$ cat config.mk
export PLATFORM = sky130hd
export DESIGN_NAME = calculador_peso_flat
export DESIGN_NICKNAME = d
export VERILOG_FILES = /design/src/rtl/calculador_peso_if.sv /design/src/rtl/calculador_peso.sv /design/src/flat_wrapper.sv
export SDC_FILE = /design/constraint.sdc
export NUM_CORES = 1
export LEC_CHECK = 0
export ABC_AREA = 1
export CAP_MARGIN = 20
export CORE_ASPECT_RATIO = 0.8
export CORE_MARGIN = 1.5
export CORE_UTILIZATION = 50
export CTS_BUF_LIST = sky130_fd_sc_hd__clkbuf_16
export DETAILED_ROUTE_END_ITERATION = 8
export HOLD_SLACK_MARGIN = 0.1
export PLACE_DENSITY_LB_ADDON = 0.08
export SLEW_MARGIN = 20
export SYNTH_ARGS = -nofsm -noshare
export SYNTH_HDL_FRONTEND = slang
export SYNTH_SLANG_ARGS = --single-unit
$ cat constraint.sdc
create_clock -name clk -period 4.8 [get_ports clk]
set_clock_uncertainty 0.2 [all_clocks]
set_input_delay 0.48 -clock clk [delete_from_list [all_inputs] [get_ports clk]]
set_output_delay 0.48 -clock clk [all_outputs]
set_load 0.02 [all_outputs]
$ cat src/rtl/calculador_peso_if.sv
`default_nettype none
// ============================================================================
// Module      : calculador_peso_if
// Description : Start/done request bus between the keypad controller and
//               the weight calculator.
// Revision    : 1.0 - initial release
// ============================================================================
interface calculador_peso_if;
    logic        start;
    logic [13:0] orcamento;
    logic [8:0]  centimos;
    logic        busy;
    logic        done;
    logic [13:0] pesoliquido;
    logic [13:0] pesobruto;
    logic [8:0]  resto;
    logic        saturado;
    logic        erro;

    modport master (
        output start, orcamento, centimos,
        input  busy, done, pesoliquido, pesobruto, resto, saturado, erro
    );

    modport slave (
        input  start, orcamento, centimos,
        output busy, done, pesoliquido, pesobruto, resto, saturado, erro
    );
endinterface
`default_nettype wire

$ cat src/rtl/calculador_peso.sv
`default_nettype none
// ============================================================================
// Module      : calculador_peso
// Description : Budget-to-weight calculator: floor(orcamento*1000/centimos)
//               via a 24-step serial restoring divider, plus fixed tare.
// Revision    : 1.0 - initial release
// ============================================================================
module calculador_peso #(
    parameter int TARA = 40
) (
    input  wire logic          clk,
    input  wire logic          rst,
    calculador_peso_if.slave   bus
);

    localparam logic [1:0]  IDLE      = 2'd0;
    localparam logic [1:0]  DIV       = 2'd1;
    localparam logic [1:0]  FIM       = 2'd2;
    localparam logic [4:0]  LAST_STEP = 5'd23;
    localparam logic [13:0] PESO_MAX  = 14'h3FFF;
    localparam logic [14:0] TARA_W    = 15'(TARA);

    logic [1:0]  state_q,    state_d;
    logic [4:0]  cnt_q,      cnt_d;
    logic [23:0] dividend_q, dividend_d;
    logic [8:0]  divisor_q,  divisor_d;
    logic [8:0]  rem_q,      rem_d;
    logic        done_q,     done_d;
    logic [13:0] liq_q,      liq_d;
    logic [13:0] bruto_q,    bruto_d;
    logic [8:0]  resto_q,    resto_d;
    logic        sat_q,      sat_d;
    logic        erro_q,     erro_d;

    logic        w_accept;
    logic [23:0] w_product;
    logic [9:0]  w_shift;
    logic [9:0]  w_diff;
    logic        w_ge;
    logic        w_unused_msb;
    logic        w_quot_sat;
    logic [14:0] w_sum;
    logic [13:0] w_bruto;

    assign w_accept  = (state_q == IDLE) && bus.start;
    assign w_product = {10'd0, bus.orcamento} * 24'd1000;

    // Dividend register shifts left; freed LSBs collect the quotient bits.
    assign w_shift      = {rem_q, dividend_q[23]};
    assign w_ge         = (w_shift >= {1'b0, divisor_q});
    assign w_diff       = w_shift - {1'b0, divisor_q};
    assign w_unused_msb = w_diff[9];

    assign w_quot_sat = |dividend_q[23:14];
    assign w_sum      = {1'b0, dividend_q[13:0]} + TARA_W;
    assign w_bruto    = (w_sum > {1'b0, PESO_MAX}) ? PESO_MAX : w_sum[13:0];

    always_ff @(posedge clk) begin
        if (rst) begin
            state_q    <= IDLE;
            cnt_q      <= 5'd0;
            dividend_q <= 24'd0;
            divisor_q  <= 9'd0;
            rem_q      <= 9'd0;
            done_q     <= 1'b0;
            liq_q      <= 14'd0;
            bruto_q    <= 14'd0;
            resto_q    <= 9'd0;
            sat_q      <= 1'b0;
            erro_q     <= 1'b0;
        end else begin
            state_q    <= state_d;
            cnt_q      <= cnt_d;
            dividend_q <= dividend_d;
            divisor_q  <= divisor_d;
            rem_q      <= rem_d;
            done_q     <= done_d;
            liq_q      <= liq_d;
            bruto_q    <= bruto_d;
            resto_q    <= resto_d;
            sat_q      <= sat_d;
            erro_q     <= erro_d;
        end
    end

    always_comb begin
        state_d = state_q;
        case (state_q)
            IDLE: begin
                if (w_accept) begin
                    state_d = (bus.centimos == 9'd0) ? FIM : DIV;
                end
            end
            DIV: begin
                if (cnt_q == 5'd0) begin
                    state_d = FIM;
                end
            end
            FIM:     state_d = IDLE;
            default: state_d = IDLE;
        endcase
    end

    always_comb begin
        cnt_d      = cnt_q;
        dividend_d = dividend_q;
        divisor_d  = divisor_q;
        rem_d      = rem_q;
        done_d     = 1'b0;
        liq_d      = liq_q;
        bruto_d    = bruto_q;
        resto_d    = resto_q;
        sat_d      = sat_q;
        erro_d     = erro_q;
        case (state_q)
            IDLE: begin
                if (w_accept) begin
                    dividend_d = w_product;
                    divisor_d  = bus.centimos;
                    rem_d      = 9'd0;
                    cnt_d      = LAST_STEP;
                    sat_d      = 1'b0;
                    erro_d     = 1'b0;
                end
            end
            DIV: begin
                dividend_d = {dividend_q[22:0], w_ge};
                rem_d      = w_ge ? w_diff[8:0] : w_shift[8:0];
                if (cnt_q != 5'd0) begin
                    cnt_d = cnt_q - 5'd1;
                end
            end
            FIM: begin
                done_d = 1'b1;
                if (divisor_q == 9'd0) begin
                    liq_d   = 14'd0;
                    bruto_d = 14'd0;
                    resto_d = 9'd0;
                    sat_d   = 1'b0;
                    erro_d  = 1'b1;
                end else if (w_quot_sat) begin
                    liq_d   = PESO_MAX;
                    bruto_d = PESO_MAX;
                    resto_d = 9'd0;
                    sat_d   = 1'b1;
                    erro_d  = 1'b0;
                end else begin
                    liq_d   = dividend_q[13:0];
                    bruto_d = w_bruto;
                    resto_d = rem_q;
                    sat_d   = 1'b0;
                    erro_d  = 1'b0;
                end
            end
            default: begin
                done_d = 1'b0;
            end
        endcase
    end

    assign bus.busy        = (state_q != IDLE);
    assign bus.done        = done_q;
    assign bus.pesoliquido = liq_q;
    assign bus.pesobruto   = bruto_q;
    assign bus.resto       = resto_q;
    assign bus.saturado    = sat_q;
    assign bus.erro        = erro_q;

endmodule
`default_nettype wire

$ cat src/flat_wrapper.sv
// flat-port wrapper written by rule: the top's interface ports become plain ports
module calculador_peso_flat 
#(
    parameter int TARA = 40
)
  (clk, rst, bus_start, bus_orcamento, bus_centimos, bus_busy, bus_done, bus_pesoliquido, bus_pesobruto, bus_resto, bus_saturado, bus_erro);
  calculador_peso_if bus_i ();
  input  wire logic clk;
  input  wire logic rst;
  input wire logic [$bits(bus_i.start)-1:0] bus_start;
  input wire logic [$bits(bus_i.orcamento)-1:0] bus_orcamento;
  input wire logic [$bits(bus_i.centimos)-1:0] bus_centimos;
  output wire logic [$bits(bus_i.busy)-1:0] bus_busy;
  output wire logic [$bits(bus_i.done)-1:0] bus_done;
  output wire logic [$bits(bus_i.pesoliquido)-1:0] bus_pesoliquido;
  output wire logic [$bits(bus_i.pesobruto)-1:0] bus_pesobruto;
  output wire logic [$bits(bus_i.resto)-1:0] bus_resto;
  output wire logic [$bits(bus_i.saturado)-1:0] bus_saturado;
  output wire logic [$bits(bus_i.erro)-1:0] bus_erro;
  assign bus_i.start = bus_start;
  assign bus_i.orcamento = bus_orcamento;
  assign bus_i.centimos = bus_centimos;
  assign bus_busy = bus_i.busy;
  assign bus_done = bus_i.done;
  assign bus_pesoliquido = bus_i.pesoliquido;
  assign bus_pesobruto = bus_i.pesobruto;
  assign bus_resto = bus_i.resto;
  assign bus_saturado = bus_i.saturado;
  assign bus_erro = bus_i.erro;
  calculador_peso #(.TARA(TARA)) u_core (.clk(clk), .rst(rst), .bus(bus_i));
endmodule
==> flow_metrics.py, run 1 <==
metrics = {
    "outcome": {
        "run_status": "complete, no violations",
    },
    "drt": {
        "first_iter_violations": 369,
        "routed_wl_mm": 16.7,
        "vias": 6211,
        "vias_per_cell": 5.21,
        "drc_errors": 0,
        "avgRoutedWirePerCell_um": 14.0,
        "postRouteAntennaNets": 0,
        "drt_first_pass_iters": 5,
    },
    "synthesis": {
        "synth-compound-area-share_pct": 17.6,
        "synth_ff_type": "dfxtp_1",
        "netlist_instances": 910,
        "ys_ff_latch": 89,
        "yosysWarnings": 0,
        "synth_fa_ha_area_share_pct": 25.1,
        "synth_nets": 1045,
        "synth-edff-count": 0,
        "synth_top_family_by_area": "adder cells",
        "synth_xor_area_share_pct": 2.28,
        "synth-seq-area-share_pct": 26.0,
        "synth_commonest_cells": "169 x nand2_1, 126 x inv_1, 121 x a21oi_1",
        "synth_mux_area_share_pct": 0,
        "synth_largest_area_cell": "dfxtp_1",
        "synth_top_area_share_pct": 26.0,
        "yosys.area_share.simple_pct": 19.6,
        "yosysMostFrequentCell": "nand2_1",
        "syn_area_um2": 6850,
        "yosysUniqueCellTypes": 47,
        "synthArstFlopShare_pct": 0,
        "synth.top_cells.by_area": "dfxtp_1 26%, fa_1 14%, ha_1 11%",
        "synth.avg_cell_area_um2": 7.53,
    },
    "clocking": {
        "cts_tree": "built",
        "clk-insertion-delay-late_ns": 0.34,
        "clk_pin_slew_ns": 0.06,
        "cts_hold_buf": 0,
        "cts_buffers": 9,
        "cts.sinks": 89,
        "cts_max_level": 3,
        "cts_root_buf": "clkbuf_16",
        "post_cts_resized": 0,
        "post_cts_buffers": 0,
        "clk_path_buf_depth": 2,
    },
    "floorplanning": {
        "core_area_um2": 13500,
        "num_rows": 38,
        "die_w_um": 134,
        "die_area_um2": 14400,
        "initial_utilization_pct": 50.9,
        "pin_count": 67,
        "die_y_um": 108,
    },
    "power": {
        "fin_total_pwr_w": 0.00435,
        "powerDensity_nw_per_um2": 527,
        "p_leak_nw": 3.69,
        "ir_drop_mv": 0.228,
    },
    "timing": {
        "slew_headroom_pct": 47.1,
        "hold_viol_final": 0,
        "worst_slew_pin_slew_ns": 0.793,
        "fmax_ghz": 0.217,
        "setup_viol_count_final": 0,
        "layout_worst_path_cycle_share_pct": 96.0,
        "drv_slew": 0,
        "hold_slack_ns": 0.264,
        "min_period_ns": 4.61,
        "rsz0062_at_grt": "yes",
    },
    "global_route": {
        "antenna_found_initial": 0,
        "grt_pass1_wl_mm": 28.6,
        "grt_max_degree": 41,
        "grt_pass1_vias": 5923,
        "gr-total-overflow": 0,
        "grt_util_all_layers_pct": 24.7,
    },
    "finish": {
        "fin_util_pct": 61.4,
        "layout.nets": 1142,
        "fin_area_um2": 8260,
        "diodes": 0,
        "final_layout_size_suffix_gt1_share_pct": 9.99,
        "area_delta_synth_final_pct": 20.5,
    },
    "place": {
        "placed_cell_area_um2": 7970,
        "gp_congestion": 0.895,
        "dp_hpwl_mm": 13.0,
        "port-buffer-count": 66,
    },
    "worst_setup_path": {
        "rrSetupSlack_ns": 1.77,
        "r2r_end": "u_core.dividend_q[13]",
        "cp_max_fo": 4,
        "crit_required_ns": 4.79,
        "startpoint_type": "primary input",
        "cpPeakStageDelay_ns": 0.53,
        "arrival_ns": 4.60,
        "criticalPathCategory": "primary input to flop",
        "r2r-start": "u_core.state_q[0]",
        "r2r_cells": 8,
        "cp_slowest_cell": "fa_1",
        "path_cells": "clkdlybuf4s50_1 -> buf_4 -> fa_1 -> inv_1 -> fa_1 -> fa_1 -> fa_1 -> inv_1 -> ha_1 -> a21oi_1 -> o21ai_0 -> nand4_1 -> nand3_1 -> nand3_1 -> nand2_1 -> a21oi_1",
        "crit_top_cell": "fa_1",
        "end_kind": "flop",
    },
    "worst_hold_path": {
        "holdPathStages": 2,
        "worstHoldStart": "u_core.bus.resto[3]",
        "min_path_type": "flop to flop",
        "worstHoldEndpoint": "u_core.bus.resto[3]",
    },
    "flow_run": {
        "drv_cap": 0,
    },
}
## sequential cells by signal, indices dropped and copies added (netlist names)
name / count
u_core.state_q: 2
u_core.bus.done: 1
u_core.rem_q: 9
u_core.dividend_q: 24
u_core.bus.saturado: 1
u_core.bus.resto: 9
u_core.divisor_q: 9
u_core.bus.pesoliquido: 14
u_core.bus.erro: 1
u_core.cnt_q: 5
u_core.bus.pesobruto: 14
## power by group
| part | switching, W | internal, W |
|---|---|---|
| logic | 0.00156 | 0.00112 |
| clock network | 0.000289 | 0.000397 |
| registers | 0.000129 | 0.000851 |
| total | 0.00198 | 0.00237 |
## metal layers
layer | wire, um | global-route usage, % | vias to the layer above | part of all wire, %
met5 | 0 | 0 | - | 0
met4 | 111 | 4.43 | 0 | 0.67
met3 | 862 | 4.43 | 13 | 5.2
met2 | 6760 | 36.6 | 123 | 41
met1 | 8940 | 37.5 | 2894 | 54
li1 | - | - | 3181 | -
## worst max-delay path, delay by kind of cell
| family | cells | cell delay (ns) |
|---|---|---|
| AOI/OAI and AO/OA | 3 | 0.51 |
| adders and majority gates | 5 | 2.35 |
| and+or+nand+nor | 4 | 0.51 |
| buffers and inverters | 4 | 0.77 |
## cells in the final DEF, fill, tap and decap left out, types with 2 or more instances in the layout
master and instances:
a21oi_2 10, inv_2 9, xnor2_1 4, nor4_1 2, buf_4 50, o21ai_0 53
inv_1 125, nor2_1 68, a21oi_1 121, nor3_1 9, nand4_1 12, or2_2 2
nand2_1 168, clkinv_1 2, o22ai_1 3, o21ai_1 3, nand3b_1 3, a21o_1 2
nor2_4 2, a31oi_1 12, fa_1 47, ha_1 62, o211ai_1 2, clkdlybuf4s50_1 65
a22oi_1 2, xor2_1 12, dfxtp_1 89, clkinvlp_4 2, clkbuf_16 9, o31ai_1 2
nand3_1 35, nand2_2 4, nor2_2 4
## area by class of cell
class | count | area (um2)
clock buffers | 9 | 225
clock inverters | 6 | 61.3
fillers | 1301 | 5200
inverters | 134 | 503
multi-input cells | 657 | 4430
flip-flops and latches | 89 | 1780
well taps | 180 | 225
repair buffers | 116 | 1030
## cell families (layout without fill, tap and decap cells)
kind of cell | count (synthesis) | in the layout
fa+ha+maj | 109 | 109
flops | 89 | 89
xor+xnor | 17 | 17
buf+inv | 164 | 265
compound gates | 218 | 218
simple gates | 313 | 313
## stage by stage
step	setup WS [ns]	TNS (ns)	instances
floorplan	0.632	0	910
global placement	-0.104	-0.531	1176
detailed placement	-0.129	-0.898	1176
CTS	0.234	0	1191
global route	-0.0203	-0.0329	1191
finish	0.194	0	1191
## how the worst max path moves through the flow
stage | to | slack, ns | from
after CTS | u_core.dividend_q[22] | 0.23 | bus_orcamento[1]
final | u_core.dividend_q[20] | 0.19 | bus_orcamento[1]
after global routing | u_core.dividend_q[21] | -0.02 | bus_orcamento[1]
after global placement | u_core.dividend_q[18] | -0.10 | bus_orcamento[3]
after floorplan | u_core.dividend_q[21] | 0.63 | bus_orcamento[6]
after detailed placement | u_core.dividend_q[22] | -0.13 | bus_orcamento[1]
No activity file was read; power rests on OpenSTA's default activity.
==> run 2: changes to the inputs <==
--- a/config.mk
+++ b/config.mk
@@ -13,7 +13,8 @@
 export CTS_BUF_LIST = sky130_fd_sc_hd__clkbuf_16
 export DETAILED_ROUTE_END_ITERATION = 8
 export HOLD_SLACK_MARGIN = 0.1
-export PLACE_DENSITY_LB_ADDON = 0.08
+export PLACE_DENSITY_LB_ADDON = 0.2
+export SKIP_LAST_GASP = 1
 export SLEW_MARGIN = 20
 export SYNTH_ARGS = -nofsm -noshare
 export SYNTH_HDL_FRONTEND = slang
==> flow_metrics.py, run 2 (synthesis results as in run 1) <==
metrics = {
    "floorplanning": {
        "die_w_um": 134,
        "core_area_um2": 13500,
        "die_area_um2": 14400,
        "num_rows": 38,
        "pin_count": 67,
        "initial_utilization_pct": 50.9,
        "die_y_um": 108,
    },
    "finish": {
        "final_layout_size_suffix_gt1_share_pct": 9.37,
        "layout.nets": 1135,
        "fin_area_um2": 8200,
        "diodes": 0,
        "area_delta_synth_final_pct": 19.7,
        "largest_register_ffs": 24,
        "fillerInstances": 1263,
        "final_common_cell": "nand2_1",
        "area.sequential_um2": 1780,
        "final_cell_mix": "169 x nand2_1, 126 x inv_1, 118 x a21oi_1",
        "regMostFlops": "u_core.dividend_q",
        "multi_input_area_um2": 4440,
        "fin_cells": 1183,
    },
    "worst_setup_path": {
        "criticalPathCategory": "primary input to flop",
        "end_kind": "flop",
        "arrival_ns": 4.51,
        "r2r_cells": 8,
        "crit_required_ns": 4.79,
        "startpoint_type": "primary input",
        "cp_max_fo": 4,
    },
    "timing": {
        "layout_worst_path_cycle_share_pct": 94.3,
        "setup_viol_count_final": 0,
        "hold_slack_ns": 0.264,
        "drv_slew": 0,
        "min_period_ns": 4.53,
        "fmax_ghz": 0.221,
        "worst_slew_pin_slew_ns": 0.789,
        "hold_viol_final": 0,
        "rsz0062_at_grt": "yes",
        "slew_headroom_pct": 47.4,
    },
    "clocking": {
        "cts_tree": "built",
        "cts_max_level": 3,
        "clk_path_buf_depth": 2,
        "clk_pin_slew_ns": 0.06,
        "cts_root_buf": "clkbuf_16",
        "cts_buffers": 9,
        "cts.sinks": 89,
        "clk-insertion-delay-late_ns": 0.34,
    },
    "power": {
        "fin_total_pwr_w": 0.00432,
        "powerDensity_nw_per_um2": 526,
        "p_leak_nw": 3.67,
        "ir_drop_mv": 0.248,
    },
    "drt": {
        "postRouteAntennaNets": 0,
        "drt_first_pass_iters": 5,
        "routed_wl_mm": 16.2,
        "vias_per_cell": 5.27,
        "drc_errors": 0,
        "vias": 6237,
        "avgRoutedWirePerCell_um": 13.7,
        "first_iter_violations": 459,
    },
    "flow_run": {
        "drv_cap": 0,
    },
    "place": {
        "port-buffer-count": 66,
        "dp_hpwl_mm": 12.4,
        "gp_congestion": 0.845,
        "dp.cells": 1169,
        "placed_cell_area_um2": 7910,
    },
    "worst_hold_path": {
        "min_path_type": "flop to flop",
        "holdPathStages": 2,
    },
    "global_route": {
        "grt_util_all_layers_pct": 24.0,
        "gr-total-overflow": 0,
        "grt_pass1_vias": 5986,
        "grt_pass1_wl_mm": 28.0,
        "grt_max_degree": 71,
        "antenna_found_initial": 0,
    },
    "outcome": {
        "run_status": "complete, no violations",
    },
}
==> run 2: final cells by class <==
cell class / instances / share of cell area (%)
tap: 180 / 2.75
timing repair buffer: 109 / 11.9
clock buffer: 9 / 2.75
inverter: 134 / 6.13
sequential: 89 / 21.7
multi-input combinational: 657 / 54.1
clock inverter: 5 / 0.610
==> run 2: stage by stage <==
stage	setup WS (ns)	util [%]	setup TNS [ns]
floorplan	0.632	-	0
global placement	-0.0524	58.8	-0.142
detailed placement	-0.110	58.8	-0.544
CTS	0.242	60.9	0
global route	-0.00898	60.9	-0.0142
finish	0.275	60.9	0
==> run 2: per-layer routing <==
layer	up-vias	global-route usage (%)	share of wire, %
li1	3157	-	-
met5	-	0	0
met1	2912	34.3	49
met3	21	3.95	5.4
met4	0	5.36	1.2
met2	147	38.0	45
==> run 2: final timing paths <==
kind / start / to / slack (ns)
max: bus_orcamento[5] / u_core.dividend_q[19] / 0.27
min: u_core.bus.resto[8] / u_core.bus.resto[8] / 0.26
max reg2reg: u_core.state_q[0] / u_core.dividend_q[13] / 1.68
min reg2reg: u_core.bus.resto[8] / u_core.bus.resto[8] / 0.26
==> run 2: critical path, cell delays in order <==
cell and delay [ns]:
clkdlybuf4s50_1 0.48, inv_1 0.13, fa_1 0.58, fa_1 0.44, fa_1 0.49, fa_1 0.52, inv_1 0.05, ha_1 0.33
a21oi_1 0.28, buf_4 0.18, a21oi_1 0.06, nor2_1 0.14, a21oi_1 0.09, nor2_1 0.09, nand2_1 0.06, nand2_1 0.05
a21oi_1 0.06
==> run 2: where the power goes <==
part / switching (W) / internal (W) / leakage, nW
clock network: 0.000275 / 0.000394 / 0.142
logic: 0.00158 / 0.00109 / 2.80
registers: 0.000128 / 0.000852 / 0.727
total: 0.00199 / 0.00233 / 3.67
==> run 2: repair_timing <==
action / 4_1_cts / 5_1_grt
setup endpoints to repair: 0 / 5
hold buffers: 0 / 0
resized for setup: 0 / 8
buffers inserted: 0 / 0
==> run 3: changes to the inputs <==
--- a/config.mk
+++ b/config.mk
@@ -12,7 +12,7 @@
 export CORE_UTILIZATION = 50
 export CTS_BUF_LIST = sky130_fd_sc_hd__clkbuf_16
 export DETAILED_ROUTE_END_ITERATION = 8
-export HOLD_SLACK_MARGIN = 0.1
+export MAX_ROUTING_LAYER = met4
 export PLACE_DENSITY_LB_ADDON = 0.2
 export SKIP_LAST_GASP = 1
 export SLEW_MARGIN = 20
==> flow_metrics.py, run 3 (synthesis results as in run 1) <==
metrics = {
    "clocking": {
        "cts_max_level": 3,
        "cts_hold_buf": 0,
        "cts_buffers": 9,
        "cts_tree": "built",
        "clk_pin_slew_ns": 0.06,
        "clk-insertion-delay-late_ns": 0.33,
        "post_cts_buffers": 0,
        "clk_path_buf_depth": 2,
        "cts_root_buf": "clkbuf_16",
        "cts.sinks": 89,
    },
    "global_route": {
        "grt_pass1_wl_mm": 28.0,
        "antenna_found_initial": 0,
        "busiest_layer": "met2",
        "grtUsageMet3_pct": 4.10,
        "use_met2_pct": 38.0,
        "grt_util_all_layers_pct": 24.7,
        "met1_usage_pct": 34.3,
        "grt_max_degree": 71,
        "grt_pass1_vias": 5984,
        "gr-total-overflow": 0,
    },
    "power": {
        "p_sw_share_pct": 46.0,
        "powerDensity_nw_per_um2": 527,
        "p_leak_nw": 3.67,
        "p_seq_share_pct": 22.7,
        "p_int_w": 0.00233,
        "fin_total_pwr_w": 0.00432,
        "clkPwrFrac_pct": 15.4,
        "ir_drop_mv": 0.250,
        "power_frac_comb_pct": 61.9,
        "p_switching_w": 0.00199,
    },
    "finish": {
        "final_cell_mix": "169 x nand2_1, 126 x inv_1, 118 x a21oi_1",
        "layout.nets": 1135,
        "fin_util_pct": 60.9,
        "area_delta_synth_final_pct": 19.7,
        "regMostFlops": "u_core.dividend_q",
        "fin_cells": 1183,
        "diodes": 0,
        "largest_register_ffs": 24,
        "final_layout_size_suffix_gt1_share_pct": 9.37,
        "final_common_cell": "nand2_1",
    },
    "flow_run": {
        "drv_cap": 0,
    },
    "worst_setup_path": {
        "path_cells": "clkdlybuf4s50_1 -> inv_1 -> fa_1 -> fa_1 -> fa_1 -> fa_1 -> inv_1 -> ha_1 -> nand2_1 -> o211ai_1 -> nand3b_1 -> a21oi_1 -> nor2_1 -> nand2_1 -> nand2_1 -> a21oi_1",
        "cp_slowest_cell": "fa_1",
        "crit_required_ns": 4.86,
        "cpPeakStageDelay_ns": 0.56,
        "arrival_ns": 4.59,
        "cp_max_fo": 5,
        "crit_top_cell": "fa_1",
        "startpoint_type": "primary input",
        "criticalPathCategory": "primary input to flop",
        "end_kind": "flop",
    },
    "drt": {
        "routed_wl_mm": 16.2,
        "postRouteAntennaNets": 0,
        "avgRoutedWirePerCell_um": 13.7,
        "first_iter_violations": 422,
        "vias_per_cell": 5.28,
        "drc_errors": 0,
        "vias": 6241,
        "drt_first_pass_iters": 7,
    },
    "floorplanning": {
        "num_rows": 38,
        "die_w_um": 134,
        "initial_utilization_pct": 50.9,
        "core_area_um2": 13500,
        "pin_count": 67,
        "die_area_um2": 14400,
        "die_y_um": 108,
    },
    "place": {
        "gp_congestion": 0.858,
        "preCtsSetupSlack_ns": -0.110,
        "dp_hpwl_mm": 12.4,
        "dp.cells": 1169,
        "port-buffer-count": 66,
    },
    "timing": {
        "setup_viol_count_final": 0,
        "worst_slew_pin_slew_ns": 0.790,
        "hold_viol_final": 0,
        "rsz0062_at_grt": "yes",
        "layout_worst_path_cycle_share_pct": 94.5,
        "drv_slew": 0,
        "fmax_ghz": 0.220,
        "min_period_ns": 4.54,
        "setup_ws_ns": 0.263,
        "slew_headroom_pct": 47.3,
    },
    "worst_hold_path": {
        "min_path_type": "flop to flop",
    },
    "outcome": {
        "run_status": "complete, no violations",
    },
}
[run 3: routing by layer]
layer	wire length, um	vias to the layer above
li1	-	3163
met1	7950	2905
met2	7230	151
met3	815	22
met4	206	0
met5	0	-
[run 3: power groups by stage]
stage          Clock (W)  Combinational [W]  Sequential, W
5_1_grt         0.000706            0.00307       0.000993
6_report        0.000666            0.00267       0.000981
3_5_place_dp           0            0.00260       0.000992
4_1_cts         0.000673            0.00262       0.000977
2_1_floorplan          0            0.00182       0.000959
3_3_place_gp           0            0.00256       0.000992
[run 3: path summary, 6_finish.rpt]
check	from	to	slack (ns)	depth (start not counted)
setup / recovery	bus_orcamento[1]	u_core.dividend_q[19]	0.26	16
hold / removal	u_core.bus.pesoliquido[5]	u_core.bus.pesoliquido[5]	0.26	2
setup reg to reg	u_core.state_q[0]	u_core.dividend_q[13]	1.69	8
hold reg to reg	u_core.bus.pesoliquido[5]	u_core.bus.pesoliquido[5]	0.26	2
[run 3: layout make-up]
class,instances,area [um2]
fill,1263,5260
multi-input combinational,657,4440
sequential,89,1780
timing repair buffer,109,978
inverter,134,503
clock buffer,9,225
tap,180,225
clock inverter,5,50.0
[run 3: repair_timing]
action	in CTS	in global routing
setup endpoints to repair	0	5
endpoints found under the hold margin	0	0
resized for setup	0	8
[run 3: critical path: cells and delay by family]
family                     cells  cell delay [ns]
buffers and inverters          3             0.64
AOI/OAI and AO/OA              3             0.61
and+or+nand+nor                5             0.48
adders and majority gates      5             2.37
[run 3: through the flow]
stage	hold slack, ns	setup TNS (ns)	area [um2]
final	0.264	0	8200
after global routing	0.288	-0.0105	8200
after CTS	0.267	0	8190
after detailed placement	0.258	-0.544	7910
after global placement	0.256	-0.142	7910
after floorplan	0.244	0	6850
